<file path="src/rtl/multicycle_ctrl_if.sv">
// Shared ALU/opcode constants and the controller <-> datapath interface for the
// multicycle RV32I core. The controller is the master end.
package multicycle_ctrl_pkg;

  localparam logic [3:0] ALU_ADD  = 4'd0;
  localparam logic [3:0] ALU_SUB  = 4'd1;
  localparam logic [3:0] ALU_AND  = 4'd2;
  localparam logic [3:0] ALU_OR   = 4'd3;
  localparam logic [3:0] ALU_XOR  = 4'd4;
  localparam logic [3:0] ALU_LESS = 4'd5;
  localparam logic [3:0] ALU_SLL  = 4'd6;
  localparam logic [3:0] ALU_SRL  = 4'd7;
  localparam logic [3:0] ALU_SRA  = 4'd8;

  localparam logic [6:0] OP_LW  = 7'b0000011;
  localparam logic [6:0] OP_SW  = 7'b0100011;
  localparam logic [6:0] OP_R   = 7'b0110011;
  localparam logic [6:0] OP_I   = 7'b0010011;
  localparam logic [6:0] OP_BR  = 7'b1100011;
  localparam logic [6:0] OP_JAL = 7'b1101111;
  localparam logic [6:0] OP_LUI = 7'b0110111;

endpackage

interface multicycle_ctrl_if #(
  parameter int RETIRE_W = 32
);

  logic [6:0]          op;
  logic [2:0]          funct3;
  logic                funct7b5;
  logic                Zero;
  logic                MemRdy;
  logic                PCWrite;
  logic                AdrSrc;
  logic                MemWrite;
  logic                IRWrite;
  logic                RegWrite;
  logic [1:0]          ResultSrc;
  logic [1:0]          ALUSrcA;
  logic [1:0]          ALUSrcB;
  logic [3:0]          ALUControl;
  logic [2:0]          ImmSrc;
  logic                Illegal;
  logic [RETIRE_W-1:0] RetireCnt;

  modport master (
    input  op, funct3, funct7b5, Zero, MemRdy,
    output PCWrite, AdrSrc, MemWrite, IRWrite, RegWrite, ResultSrc,
           ALUSrcA, ALUSrcB, ALUControl, ImmSrc, Illegal, RetireCnt
  );

  modport slave (
    output op, funct3, funct7b5, Zero, MemRdy,
    input  PCWrite, AdrSrc, MemWrite, IRWrite, RegWrite, ResultSrc,
           ALUSrcA, ALUSrcB, ALUControl, ImmSrc, Illegal, RetireCnt
  );

endinterface

</file>
<file path="src/rtl/multicycle_ctrl.sv">
// Control FSM for the multicycle RV32I datapath: sequences fetch/decode/execute,
// drives ALU op and operand selects, traps illegal instructions, counts retirements.
module multicycle_ctrl
  import multicycle_ctrl_pkg::*;
#(
  parameter int RETIRE_W = 32
) (
  input  logic                 clk,
  input  logic                 rst_n,
  multicycle_ctrl_if.master    bus
);

  typedef enum logic [3:0] {
    S_FETCH, S_DECODE, S_MEMADR, S_MEMREAD, S_MEMWB, S_MEMWRITE,
    S_EXECR, S_EXECI, S_ALUWB, S_BRANCH, S_JAL, S_LUI, S_TRAP
  } state_t;

  state_t              state, state_nxt;
  logic [3:0]          alu_dec;
  logic                f3_ok;
  logic                legal;
  logic                retire;
  logic [RETIRE_W-1:0] retire_cnt;

  // funct3 -> ALU op shared by R and I forms; only R-type turns 000 into SUB.
  always_comb begin
    alu_dec = ALU_ADD;
    f3_ok   = 1'b1;
    case (bus.funct3)
      3'b000:  alu_dec = (bus.funct7b5 && bus.op == OP_R) ? ALU_SUB : ALU_ADD;
      3'b001:  alu_dec = ALU_SLL;
      3'b010:  f3_ok   = 1'b0;
      3'b011:  alu_dec = ALU_LESS;
      3'b100:  alu_dec = ALU_XOR;
      3'b101:  alu_dec = bus.funct7b5 ? ALU_SRA : ALU_SRL;
      3'b110:  alu_dec = ALU_OR;
      default: alu_dec = ALU_AND;
    endcase
  end

  always_comb begin
    case (bus.op)
      OP_LW, OP_SW:   legal = (bus.funct3 == 3'b010);
      OP_R, OP_I:     legal = f3_ok;
      OP_BR:          legal = (bus.funct3[2:1] == 2'b00);
      OP_JAL, OP_LUI: legal = 1'b1;
      default:        legal = 1'b0;
    endcase
  end

  always_comb begin
    case (bus.op)
      OP_SW:   bus.ImmSrc = 3'b001;
      OP_BR:   bus.ImmSrc = 3'b010;
      OP_JAL:  bus.ImmSrc = 3'b011;
      OP_LUI:  bus.ImmSrc = 3'b100;
      default: bus.ImmSrc = 3'b000;
    endcase
  end

  // NOTE: every output gets a default before the case so no path leaves one unassigned (no latches).
  always_comb begin
    state_nxt      = state;
    bus.PCWrite    = 1'b0;
    bus.AdrSrc     = 1'b0;
    bus.MemWrite   = 1'b0;
    bus.IRWrite    = 1'b0;
    bus.RegWrite   = 1'b0;
    bus.ResultSrc  = 2'b00;
    bus.ALUSrcA    = 2'b00;
    bus.ALUSrcB    = 2'b00;
    bus.ALUControl = ALU_ADD;

    case (state)
      S_FETCH: begin
        bus.ALUSrcB   = 2'b10;
        bus.ResultSrc = 2'b10;
        bus.IRWrite   = bus.MemRdy;
        bus.PCWrite   = bus.MemRdy;
        if (bus.MemRdy) state_nxt = S_DECODE;
      end
      S_DECODE: begin
        bus.ALUSrcA = 2'b01;
        bus.ALUSrcB = 2'b01;
        if (!legal) state_nxt = S_TRAP;
        else begin
          case (bus.op)
            OP_LW, OP_SW: state_nxt = S_MEMADR;
            OP_R:         state_nxt = S_EXECR;
            OP_I:         state_nxt = S_EXECI;
            OP_BR:        state_nxt = S_BRANCH;
            OP_JAL:       state_nxt = S_JAL;
            OP_LUI:       state_nxt = S_LUI;
            default:      state_nxt = S_TRAP;
          endcase
        end
      end
      S_MEMADR: begin
        bus.ALUSrcA = 2'b10;
        bus.ALUSrcB = 2'b01;
        state_nxt   = (bus.op == OP_LW) ? S_MEMREAD : S_MEMWRITE;
      end
      S_MEMREAD: begin
        bus.AdrSrc = 1'b1;
        if (bus.MemRdy) state_nxt = S_MEMWB;
      end
      S_MEMWB: begin
        bus.ResultSrc = 2'b01;
        bus.RegWrite  = 1'b1;
        state_nxt     = S_FETCH;
      end
      S_MEMWRITE: begin
        bus.AdrSrc   = 1'b1;
        bus.MemWrite = 1'b1;
        if (bus.MemRdy) state_nxt = S_FETCH;
      end
      S_EXECR: begin
        bus.ALUSrcA    = 2'b10;
        bus.ALUControl = alu_dec;
        state_nxt      = S_ALUWB;
      end
      S_EXECI: begin
        bus.ALUSrcA    = 2'b10;
        bus.ALUSrcB    = 2'b01;
        bus.ALUControl = alu_dec;
        state_nxt      = S_ALUWB;
      end
      S_ALUWB: begin
        bus.RegWrite = 1'b1;
        state_nxt    = S_FETCH;
      end
      S_BRANCH: begin
        // funct3[0] distinguishes bne from beq; both compare via SUB.
        bus.ALUSrcA    = 2'b10;
        bus.ALUControl = ALU_SUB;
        bus.PCWrite    = bus.funct3[0] ? ~bus.Zero : bus.Zero;
        state_nxt      = S_FETCH;
      end
      S_JAL: begin
        bus.ALUSrcA = 2'b01;
        bus.ALUSrcB = 2'b10;
        bus.PCWrite = 1'b1;
        state_nxt   = S_ALUWB;
      end
      S_LUI: begin
        bus.ALUSrcA = 2'b11;
        bus.ALUSrcB = 2'b01;
        state_nxt   = S_ALUWB;
      end
      S_TRAP:  state_nxt = S_TRAP;
      default: state_nxt = S_FETCH;
    endcase

    retire = (state_nxt == S_FETCH) &&
             (state == S_MEMWB || state == S_MEMWRITE || state == S_ALUWB || state == S_BRANCH);

    // Architectural side effects are suppressed for the whole reset cycle.
    if (!rst_n) begin
      bus.PCWrite  = 1'b0;
      bus.IRWrite  = 1'b0;
      bus.RegWrite = 1'b0;
      bus.MemWrite = 1'b0;
    end
  end

  // NOTE: sequential state uses non-blocking assignments so all flops update together.
  always_ff @(posedge clk) begin
    if (!rst_n) begin
      state      <= S_FETCH;
      retire_cnt <= '0;
    end else begin
      state <= state_nxt;
      if (retire) retire_cnt <= retire_cnt + RETIRE_W'(1);
    end
  end

  assign bus.Illegal   = (state == S_TRAP);
  assign bus.RetireCnt = retire_cnt;

endmodule
</file>
<file path="src/flat_wrapper.sv">
// flat-port wrapper written by rule: the top's interface ports become plain ports
module multicycle_ctrl_flat import multicycle_ctrl_pkg::*;
#(
  parameter int RETIRE_W = 32
)
  (clk, rst_n, bus_op, bus_funct3, bus_funct7b5, bus_Zero, bus_MemRdy, bus_PCWrite, bus_AdrSrc, bus_MemWrite, bus_IRWrite, bus_RegWrite, bus_ResultSrc, bus_ALUSrcA, bus_ALUSrcB, bus_ALUControl, bus_ImmSrc, bus_Illegal, bus_RetireCnt);
  multicycle_ctrl_if #(.RETIRE_W(RETIRE_W)) bus_i ();
  input  logic clk;
  input  logic rst_n;
  input wire logic [$bits(bus_i.op)-1:0] bus_op;
  input wire logic [$bits(bus_i.funct3)-1:0] bus_funct3;
  input wire logic [$bits(bus_i.funct7b5)-1:0] bus_funct7b5;
  input wire logic [$bits(bus_i.Zero)-1:0] bus_Zero;
  input wire logic [$bits(bus_i.MemRdy)-1:0] bus_MemRdy;
  output wire logic [$bits(bus_i.PCWrite)-1:0] bus_PCWrite;
  output wire logic [$bits(bus_i.AdrSrc)-1:0] bus_AdrSrc;
  output wire logic [$bits(bus_i.MemWrite)-1:0] bus_MemWrite;
  output wire logic [$bits(bus_i.IRWrite)-1:0] bus_IRWrite;
  output wire logic [$bits(bus_i.RegWrite)-1:0] bus_RegWrite;
  output wire logic [$bits(bus_i.ResultSrc)-1:0] bus_ResultSrc;
  output wire logic [$bits(bus_i.ALUSrcA)-1:0] bus_ALUSrcA;
  output wire logic [$bits(bus_i.ALUSrcB)-1:0] bus_ALUSrcB;
  output wire logic [$bits(bus_i.ALUControl)-1:0] bus_ALUControl;
  output wire logic [$bits(bus_i.ImmSrc)-1:0] bus_ImmSrc;
  output wire logic [$bits(bus_i.Illegal)-1:0] bus_Illegal;
  output wire logic [$bits(bus_i.RetireCnt)-1:0] bus_RetireCnt;
  assign bus_i.op = bus_op;
  assign bus_i.funct3 = bus_funct3;
  assign bus_i.funct7b5 = bus_funct7b5;
  assign bus_i.Zero = bus_Zero;
  assign bus_i.MemRdy = bus_MemRdy;
  assign bus_PCWrite = bus_i.PCWrite;
  assign bus_AdrSrc = bus_i.AdrSrc;
  assign bus_MemWrite = bus_i.MemWrite;
  assign bus_IRWrite = bus_i.IRWrite;
  assign bus_RegWrite = bus_i.RegWrite;
  assign bus_ResultSrc = bus_i.ResultSrc;
  assign bus_ALUSrcA = bus_i.ALUSrcA;
  assign bus_ALUSrcB = bus_i.ALUSrcB;
  assign bus_ALUControl = bus_i.ALUControl;
  assign bus_ImmSrc = bus_i.ImmSrc;
  assign bus_Illegal = bus_i.Illegal;
  assign bus_RetireCnt = bus_i.RetireCnt;
  multicycle_ctrl #(.RETIRE_W(RETIRE_W)) u_core (.clk(clk), .rst_n(rst_n), .bus(bus_i));
endmodule
</file>
<file path="config.mk">
export PLATFORM = sky130hd
export DESIGN_NAME = multicycle_ctrl_flat
export DESIGN_NICKNAME = d
export VERILOG_FILES = /design/src/rtl/multicycle_ctrl_if.sv /design/src/rtl/multicycle_ctrl.sv /design/src/flat_wrapper.sv
export SDC_FILE = /design/constraint.sdc
export NUM_CORES = 1
export LEC_CHECK = 0
export CORE_MARGIN = 2
export CORE_UTILIZATION = 49
export CTS_BUF_LIST = sky130_fd_sc_hd__clkbuf_8
export DETAILED_ROUTE_END_ITERATION = 8
export PLACE_DENSITY = 0.87
export SETUP_SLACK_MARGIN = 0.3
export SLEW_MARGIN = 20
export SYNTH_ARGS = -nofsm -noshare
export SYNTH_HDL_FRONTEND = slang
export SYNTH_SLANG_ARGS = --single-unit
</file>
<file path="constraint.sdc">
create_clock -name clk -period 2 [get_ports clk]
set_input_delay 0.2 -clock clk [delete_from_list [all_inputs] [get_ports clk]]
set_output_delay 0.2 -clock clk [all_outputs]
set_load 0.01 [all_outputs]
</file>
-- Word level (Yosys, flattened, before mapping)
Cells that the tools add are included.
- bits in registers: 36
- logic and storage cells: 76
- add/subtract/negate cells: 1
- reductions and logical operators: 20
- bitwise logic cells: 1
- equal/unequal tests: 25
- multiplexer cells: 27
- operators with widths (cell ; count):
    $pmux 4 s7 ; 2
    $add 32x1->32 const B ; 1
    $pmux 4 s6 ; 1
    $eq 7x6->1 const B ; 3
    $eq 4x4->1 const B ; 5
    $mux 4 ; 5
    $eq 4x3->1 const B ; 4
    $reduce_or 2->1 ; 8
    $eq 7x7->1 const B ; 2
    $pmux 3 s4 ; 1
    $reduce_or 4->1 ; 3
    $mux 1 ; 11
    $eq 3x3->1 const B ; 3
    $eq 4x2->1 const B ; 2
    $logic_not 4->1 ; 2
    $pmux 2 s2 ; 2
    $pmux 4 s2 ; 1
    $eq 7x2->1 const B ; 1
    $eq 7x5->1 const B ; 1
    $eq 3x2->1 const B ; 2
    $pmux 2 s3 ; 1
    $eq 4x1->1 const B ; 1
    $pmux 1 s4 ; 1
    $eq 3x1->1 const B ; 1
    other kinds (7) ; 10

-- Logic depth before layout (Yosys ltp)
- depth after elaboration: 7
- mapped depth: 7
- mapped depth without buffers: 6

-- Worst setup path after synthesis
No wires, ideal clock.
- kind: reg-to-reg
- start point: reg u_core.state[1]
- end point: reg u_core.retire_cnt[29] (netlist: u_core.bus.RetireCnt[29])
- setup slack: 205 ps
- library setup time: 118 ps
- cell stages (with the launch flop): 7
- arrival time: 1677 ps
- required time: 1882 ps
- cells stage by stage: dfxtp_1 buf_6 or2_1 a32oi_4 nand2_2 or4b_1 mux2i_1
- word-level cells in the longest chain between the ends: 5
- elaborated cells on any way between the ends: 23
- those cells by class: eq/ne: 12; mux: 4; reduce/logical: 7
- ends and longest elaborated chain (what ; RTL line ; text):
    from (decl) ; multicycle_ctrl.sv:18 ; state_t state, state_nxt;
    from (signal assigned) ; multicycle_ctrl.sv:172 ; state <= state_nxt;
    $eq 4x3->1 (tied with other cells) ; multicycle_ctrl.sv:74 ; case (state)
    $reduce_or 4->1 (no line) or $logic_or 1x1->1 (tied branches) ; -- ;
    $pmux 4 s7 or $logic_or 1x1->1 (tied branches) ; multicycle_ctrl.sv:74, multicycle_ctrl.sv:155 ;
    $logic_not 4->1 or $logic_or 1x1->1 (tied branches) ; multicycle_ctrl.sv:154, multicycle_ctrl.sv:155 ;
    $logic_and 1x1->1 (*) ; multicycle_ctrl.sv:154 ; retire = (state_nxt == S_FETCH) &&
    to (signal assigned) ; multicycle_ctrl.sv:173 ; if (retire) retire_cnt <= retire_cnt + RETIRE_W'(1);
    to (decl) ; multicycle_ctrl.sv:23 ; logic [RETIRE_W-1:0] retire_cnt;
Mark *: on every way between the ends. The rest lies on a longest branch, timed or not.
A chain may end at the register's enable or synchronous reset.

-- Worst setup path after layout
- start point: reg u_core.state[1]
- end point: reg u_core.retire_cnt[15] (netlist: u_core.bus.RetireCnt[15])
Same word-level chain as after synthesis.

==> out/metrics.cfg <==
[outcome]
status = completed

[pwr]
power_density_nw_per_um2 = 428.6
p_leak_nw = 1.607
power.total_mw = 1.728
ir_drop_mv = 0.3469

[timing]
timing.final.crit_period_ps = 1989
fin_tns_setup_ps = 0
hold_viol = 0
period_share = 0.9946
fin_skew_ps = 9.536
slew_headroom = 0.7129
tightest_slew_ps = 426.7
clock.fmax_mhz = 502.7
rsz0062_at_grt = true
slew_viol_final = 0
hold_slack_ps = 502.5
setup_viol = 0

[grt]
grt_overflow_total = 0
grt_max_degree = 25
antenna_found_initial = 1
grtUsageTotal = 0.3163
grt_pass1_vias = 2814
grt_pass1_wl_um = 13310

[routing]
drc = 0
wl_per_cell_um = 22.88
via_count = 3226
drt_wl_total_um = 10980
via_per_inst = 6.721
first_pass_iters = 6
dr.first_iter.drc_count = 400
ant_nets = 0

[logic_synthesis]
synth_seq_area_share = 0.3142
synth.distinct_cells = 55
syn-num-nets = 319
synth_ff_type = dfxtp_1
ys_warn_count = 0
synth.area.top_cells = dfxtp_1 (31%), nor2_1 (5.6%), nand2_1 (5.4%)
synth-edff-count = 0
synth-seq-cells = 36
async_flop_share = 0
synth_top_area_share = 0.3142
yosys.area.top_type = dfxtp_1
syn-cell-area_um2 = 2293
synthCells = 303
avgSynthCellArea_um2 = 7.569

[floorplan]
top_level_ports = 66
core_area_um2 = 4444
die_height_um = 72.42
dieArea_um2 = 5244
rows = 24
die_w_um = 72.42
start_util = 0.5160

[final_layout]
area_delta_synth_final_pct = 75.83
final.fill_count = 181
layout-drive-gt1-share = 0.3794
stdcell_count = 480
num-nets-final = 443
final_util = 0.9074

[placement]
dp_cells = 444
gp_congestion = 0.8397
port_buffers = 65
hpwl_um = 4959

[clocking]
clock_path_buffers = 2
cts_tree = done
hold_buffers = 0
clk_latency_ps = 300
clock-sinks = 36
clockRootBuffer = clkbuf_8
clkTransAtPathRegs_ps = 80
cts_made_buffers = 5
cts_htree_levels = 2

[setup_path]
cp_slowest_cell = nor4_1
crit_buf_inv = 3
cp_cell_sequence = or2_4 > a32oi_4 > buf_6 > buf_6 > nand2_4 > buf_6 > nor4_1 > o21bai_1
cp.required_ps = 2230
critPathMaxStageDelay_ps = 380
worst_setup_path_end_kind = register
critPathMostFrequentCell = buf_6
crit_path_max_fanout = 4
cp_top_family = simple AND/OR/NAND/NOR gates
cp-start-kind = register
arrival_ps = 2220
r2r_slack_ps = 10
critPathKind = register to register

[hold_path]
min_path_type = input port to register

[flow_run]
drv_cap = 0

==> worst min-delay path, stage by stage <==
cell	delay (ps)
dlymetal6s2s_1	160
nand2_1	120
nor2_1	70
o2111ai_1	120
o22ai_1	80
==> final timing paths <==
check,from,depth (start not counted),end
max,u_core.state[1],8,u_core.bus.RetireCnt[15]
max reg2reg,u_core.state[1],8,u_core.bus.RetireCnt[15]
min,bus_op[0],5,u_core.state[0]
min reg2reg,u_core.bus.RetireCnt[31],2,u_core.bus.RetireCnt[31]
==> per-layer routing <==
layer | global-route usage | vias up | share of wire
met5 | 0 | - | 0
met3 | 0.06111 | 80 | 0.089
met2 | 0.5443 | 272 | 0.47
met4 | 0.1481 | 0 | 0.068
met1 | 0.3792 | 1523 | 0.37
li1 | - | 1351 | -
==> cell families after synthesis <==
family / count (synthesis) / synth area share
AO/OA/AOI/OAI: 59 / 0.1746
flip-flops: 36 / 0.3142
adder cells (fa/ha/maj): 1 / 0.005455
XOR/XNOR: 15 / 0.06056
buffers and inverters: 25 / 0.04801
multiplexers: 4 / 0.01800
AND/OR/NAND/NOR: 163 / 0.3792
==> power breakdown <==
group | switching, mW | total, mW | internal (mW)
combinational | 0.215 | 0.416 | 0.201
sequential | 0.0115 | 0.734 | 0.722
clock | 0.272 | 0.579 | 0.307
==> metrics by stage <==
stage,worst slack (ps),area [um2]
finish,10.87,4033
global route,-98.87,4033
CTS,66.02,3612
detailed placement,-276.5,3249
global placement,-236.6,3249
floorplan,204.6,2307
==> cells in the mapped netlist (3+ instances only) <==
cell,n
dfxtp_1,36
nor2_1,34
nand2_1,33
a21oi_1,17
nand3_1,15
nor4_1,13
nor3_1,11
o21ai_0,11
clkbuf_1,10
inv_1,10
nand4_1,9
xor2_1,9
nand2b_1,7
or3_1,6
nor2b_1,5
o21bai_1,5
o31ai_1,5
or4_1,5
xnor2_1,5
and2_1,4
and3_1,4
a21o_1,3
and4_1,3
mux2i_1,3
nor3b_1,3
==> final cells by class <==
| class | instances | area [um2] | share of cell area |
|---|---|---|---|
| inverters | 10 | 37.54 | 0.009308 |
| diodes | 1 | 2.502 | 0.0006205 |
| clock buffers | 7 | 96.34 | 0.02389 |
| well taps | 52 | 65.06 | 0.01613 |
| multi-input cells | 242 | 1894 | 0.4697 |
| flip-flops and latches | 36 | 734.5 | 0.1821 |
| repair buffers | 132 | 1202 | 0.2982 |
==> sequential cells by signal, indices dropped and copies added, names as in the netlist <==
register              flops
u_core.state              4
u_core.bus.RetireCnt     32
==> cells in the final DEF (no fill, tap or decap), drive strengths merged, types with 3 or more instances in the layout <==
cell type      netlist  final
buf                  5     73
clkdlybuf4s50        0     37
dfxtp               36     36
nand2               34     34
nor2                34     34
a21oi               17     17
nand3               15     15
clkbuf              10     13
nor4                13     13
o21ai               12     12
nor3                12     12
nand4               11     11
inv                 10     10
xor2                 9      9
dlymetal6s2s         0      8
nand2b               7      7
dlygate4sd2          0      6
xnor2                6      6
or3                  6      6
o21bai               5      5
o31ai                5      5
or4                  5      5
nor2b                5      5
and3                 4      4
and2                 4      4
and4                 3      3
nor3b                3      3
a21o                 3      3
mux2i                3      3
==> what timing repair did <==
item                       4_1_cts  5_1_grt
gates resized for setup         77       95
gates cloned                     1        0
setup endpoints to repair       47       43
setup buffers                   14       13
hold endpoints to repair         0        0
pin swaps                       21       23
Power figures use the tool's default switching activity.
